===== src/rtl/sqrt_unit.sv =====
// Integer square-root engine: restoring, one root bit per clock, with valid/ready on both sides.
// Optional macro SQRT_ROUND_EN rounds the reported root to nearest (saturating).
module sqrt_unit #(
    parameter int WIDTH = 16
) (
    input  logic               clk,
    input  logic               clr,
    input  logic               in_valid,
    output logic               in_ready,
    input  logic [WIDTH-1:0]   radicand,
    output logic               out_valid,
    input  logic               out_ready,
    output logic [WIDTH/2-1:0] root,
    output logic [WIDTH/2:0]   rem,
    output logic               busy
);
    localparam int RW = WIDTH / 2;
    localparam int CW = (RW > 1) ? $clog2(RW) : 1;

    generate
        if ((WIDTH % 2 != 0) || (WIDTH < 4)) begin : g_bad_width
            $error("sqrt_unit: WIDTH must be even and >= 4");
        end
    endgenerate

    typedef enum logic [1:0] {
        IDLE,
        CALC,
        DONE
    } state_t;

    state_t          state_q, state_d;
    logic [WIDTH-1:0] shift_q, shift_d;
    logic [RW-1:0]   root_p_q, root_p_d;
    logic [RW+1:0]   rem_p_q, rem_p_d;
    logic [CW-1:0]   cnt_q, cnt_d;
    logic [RW-1:0]   root_q, root_d;
    logic [RW:0]     rem_q, rem_d;
    logic            out_valid_q, out_valid_d;

    logic [RW+1:0]   shifted_in;
    logic [RW+1:0]   trial;
    logic            take;
    logic [RW+1:0]   rem_step;
    logic [RW-1:0]   root_step;
    logic [RW-1:0]   root_final;

    // The partial remainder never exceeds RW bits before an iteration, so its top bits are always zero.
    logic unused_rem_hi;
    assign unused_rem_hi = ^rem_p_q[RW+1:RW];

    always_comb begin
        shifted_in = {rem_p_q[RW-1:0], shift_q[WIDTH-1 -: 2]};
        trial      = shifted_in - {root_p_q, 2'b01};
        take       = ~trial[RW+1];
        rem_step   = take ? trial : shifted_in;
        root_step  = {root_p_q[RW-2:0], take};
    end

`ifdef SQRT_ROUND_EN
    logic round_up;

    always_comb begin
        round_up   = (rem_step[RW:0] > {1'b0, root_step}) && (root_step != {RW{1'b1}});
        root_final = round_up ? (root_step + RW'(1)) : root_step;
    end
`else
    always_comb begin
        root_final = root_step;
    end
`endif

    always_comb begin
        state_d     = state_q;
        shift_d     = shift_q;
        root_p_d    = root_p_q;
        rem_p_d     = rem_p_q;
        cnt_d       = cnt_q;
        root_d      = root_q;
        rem_d       = rem_q;
        out_valid_d = out_valid_q;

        case (state_q)
            IDLE: begin
                if (in_valid) begin
                    shift_d  = radicand;
                    root_p_d = '0;
                    rem_p_d  = '0;
                    cnt_d    = CW'(RW - 1);
                    state_d  = CALC;
                end
            end
            CALC: begin
                shift_d  = shift_q << 2;
                root_p_d = root_step;
                rem_p_d  = rem_step;
                if (cnt_q == '0) begin
                    root_d      = root_final;
                    rem_d       = rem_step[RW:0];
                    out_valid_d = 1'b1;
                    state_d     = DONE;
                end else begin
                    cnt_d = cnt_q - CW'(1);
                end
            end
            DONE: begin
                if (out_ready) begin
                    out_valid_d = 1'b0;
                    state_d     = IDLE;
                end
            end
            default: begin
                state_d = IDLE;
            end
        endcase
    end

    always_ff @(posedge clk or posedge clr) begin
        if (clr) begin
            state_q     <= IDLE;
            shift_q     <= '0;
            root_p_q    <= '0;
            rem_p_q     <= '0;
            cnt_q       <= '0;
            root_q      <= '0;
            rem_q       <= '0;
            out_valid_q <= 1'b0;
        end else begin
            state_q     <= state_d;
            shift_q     <= shift_d;
            root_p_q    <= root_p_d;
            rem_p_q     <= rem_p_d;
            cnt_q       <= cnt_d;
            root_q      <= root_d;
            rem_q       <= rem_d;
            out_valid_q <= out_valid_d;
        end
    end

    assign in_ready  = (state_q == IDLE);
    assign busy      = (state_q != IDLE);
    assign out_valid = out_valid_q;
    assign root      = root_q;
    assign rem       = rem_q;

endmodule


===== config.mk =====
export PLATFORM = sky130hd
export DESIGN_NAME = sqrt_unit
export DESIGN_NICKNAME = d
export VERILOG_FILES = /design/src/rtl/sqrt_unit.sv
export SDC_FILE = /design/constraint.sdc
export NUM_CORES = 1
export LEC_CHECK = 0
export ABC_AREA = 1
export CORE_MARGIN = 1
export CORE_UTILIZATION = 35
export DETAILED_ROUTE_END_ITERATION = 16
export PLACE_DENSITY = 0.64
export SYNTH_ARGS = -nofsm -noshare
export SYNTH_HDL_FRONTEND = slang
export SYNTH_SLANG_ARGS = --single-unit

===== constraint.sdc =====
create_clock -name clk -period 3.28 [get_ports clk]
set_clock_uncertainty 0.15 [all_clocks]
set_input_delay 0.82 -clock clk [delete_from_list [all_inputs] [get_ports clk]]
set_output_delay 0.82 -clock clk [all_outputs]
set_load 0.005 [all_outputs]

==> out/results.txt <==
VDD IR-drop max: 0.443 mV
area of the die: 0.00858 sq mm
Setup Buffers After CTS: 0
CP Max Fanout: 5
mux contribution to synthesized area: 0%
Filler cells: 812
Post-Synth XOR/XNOR Area: 1.22%
wire per inst: 12.8 microns
largest family of logic cells by synthesized area: simple AND/OR/NAND/NOR gates
leakage: 1.72 nW
Hold Buf Count CTS: 0
largest net degree at the start of global routing: 29
most frequent cells in the layout: nand2_1 (102), dfrtp_1 (55), clkdlybuf4s50_1 (39), inv_1 (38), nand3_1 (33)
initial antenna violation count: 0
CTS H-tree lvls: 2
Setup crit end kind: primary output
Synth Register Bits: 55
R2R Path End: root[7]$_DFFE_PP0P_
reg2reg start: cnt_q[0]$_DFFE_PP0P_
TritonCTS clock tree: done
cells along the critical path: nor2_1 -> clkdlybuf4s50_1
simple-gate share of the synthesized area: 28.0%
Post-Syn Nets: 386
post-synthesis async set-or-reset flop share: 100%
Die X: 92.7 microns
Setup TNS: 0 ns
Buffers & Inverters on Critical Path: 1
P per Cell Area: 1190 mW/mm^2
vias per cell: 4.82
via count: 2404
layout net count: 426
total power: 4.14 mW
Top FF cell, synth: dfrtp_1
ant diodes: 0
crit share post-route: 77.4%
register area share after synthesis: 47.8%
cts repair resizes: 0
status: finished, final reports clean
share of cells above drive strength 1: 9.32%
vias in the first global route: 2453
Synth Cell Area: 0.00288 sq mm
CP Launch Point: state_q[0]$_DFFE_PP0P_
DR DRC count: 0
# Max-Cap Violations: 0
total gr overflow: 0
Final Hold Viols: 0
final instance area: 0.00347 sq mm
Worst Tran Pin Value: 0.906 ns
Adder-Cell Fraction of Synth Area: 4.35%
Detailed Route WL: 6.39 mm
Max Fclk: 394 MHz
slowest cell on the critical path: clkdlybuf4s50_1
1st-iter DRT viols: 168
CTS Buffer Depth: 2
Post-Syn Area per Cell: 8.08 sq um
ANT nets after route: 0
number of enable flip-flop cells after synthesis: 0
most common cell after layout, fill and taps aside: nand2_1
total routing usage reported by global routing: 16.8%
Critical path destination: in_ready
Post-Synthesis Cells: 356
Cell variety after synth: 28
CTS buffer count: 5
Die Y: 92.7 microns
GPL Wtd Cong: 0.844
instance count on the critical path: 2
largest delay contributor family on the critical path: buffers and inverters
Req. time, crit path: 2.31 ns
Slowest Stage Delay on Critical Path: 0.55 ns
WHS: 0.335 ns
Root Buffer Master: clkbuf_8
CP startpoint kind: register
Slew Limit Fails: 0
Post-DP Area: 0.00338 sq mm
core area: 0.00785 sq mm
minimum clock period: 2.54 ns
Hold Crit Class: register to register
IO Pins: 40
Site Rows: 32
Compound-Gate Fraction of Synth Area: 11.0%
count of clock tree sinks: 55
Ys Warns: 0
Worst Path Arrival: 1.57 ns
clk slew on worst S/H paths: 0.11 ns
port bufs: 39
worst reg2reg setup slack: 1.00 ns
first-pass GRT wire length: 11.5 mm
# setup viols final: 0
1st-pass router iterations: 4
Starting Density: 36.7%
area added between synthesis and finish: 20.6%
reg2reg path depth: 6
clock latency on the worst-skew pair: 0.32 ns
worst setup path class: register to primary output
Slew headroom: 39.4%
RSZ-0062 raised after global routing: no
DP HPWL: 4.67 mm
[kinds of logic after synthesis]
group                    after synthesis
AND/OR/NAND/NOR                      176
adder cells (fa/ha/maj)               10
AO/OA/AOI/OAI                         56
flip-flops                            55
buffers and inverters                 55
XOR/XNOR                               4
[sequential cells by signal, summed over array words and instances (netlist names)]
signal and cells:
out_valid 1, rem_p_q 8, state_q 2, cnt_q 3, root_p_q 8, rem 9, shift_q 16, root 8
[power by group]
group | leakage, nW | switching, mW | internal [mW]
Combinational | 0.984 | 1.59 | 0.987
Sequential | 0.690 | 0.170 | 0.987
Clock | 0.0489 | 0.249 | 0.155
[cells in the mapped netlist, types with 2 or more instances]
library cell / instances / area [sq um]
a21oi_1: 16 / 80.1
a22oi_1: 2 / 15.0
a32o_1: 2 / 20.0
buf_2: 5 / 25.0
clkbuf_1: 4 / 15.0
dfrtp_1: 55 / 1380
ha_1: 10 / 125
inv_1: 39 / 146
inv_2: 6 / 22.5
nand2_1: 102 / 383
nand2_2: 10 / 62.6
nand3_1: 33 / 165
nand3_2: 2 / 20.0
nand3b_1: 2 / 15.0
nor2_1: 21 / 78.8
nor2_4: 2 / 22.5
o21ai_0: 27 / 135
o22ai_1: 6 / 37.5
xnor2_1: 2 / 17.5
xor2_1: 2 / 17.5
[layer usage]
metal	up-vias	part of all wire [%]	track usage [%]
met5	-	0	0
met4	0	2.5	6.28
met3	14	3.3	2.63
met2	55	46	27.5
met1	1106	49	22.3
li1	1229	-	-
[tightest hold or removal path, cell delays in order, from the launching register on]
cell and delay, ns:
dfrtp_1 0.36, nand2_1 0.05, nand2_1 0.04
[cell type report]
cell class / instances / area (sq um) / area share, %
Timing Repair Buffer: 43 / 420 / 12.1
Clock inverter: 3 / 22.5 / 0.649
Inverter: 45 / 169 / 4.87
Multi-Input combinational cell: 246 / 1280 / 37.0
Sequential cell: 55 / 1380 / 39.7
Tap cell: 102 / 128 / 3.68
Clock buffer: 5 / 68.8 / 1.98
[per-stage QoR]
step / setup WS, ns / instances / util [%]
after floorplan: 0.967 / 356 / -
after global placement: 0.587 / 491 / 43.0
after detailed placement: 0.495 / 491 / 43.0
after CTS: 0.704 / 499 / 44.2
after global routing: 0.667 / 499 / 44.2
final: 0.741 / 499 / 44.2
[how the worst min path moves through the flow]
stage                               start                    end  slack (ns)  cells after the start
global placement    out_valid$_DFFE_PP0P_  out_valid$_DFFE_PP0P_        0.31                      2
CTS                 out_valid$_DFFE_PP0P_  out_valid$_DFFE_PP0P_        0.34                      2
detailed placement  out_valid$_DFFE_PP0P_  out_valid$_DFFE_PP0P_        0.31                      2
global route           rem[7]$_DFFE_PP0P_     rem[7]$_DFFE_PP0P_        0.37                      2
floorplan            cnt_q[2]$_DFFE_PP0P_   cnt_q[2]$_DFFE_PP0P_        0.31                      1
finish              out_valid$_DFFE_PP0P_  out_valid$_DFFE_PP0P_        0.33                      2
(Power assumes the default switching activity.)
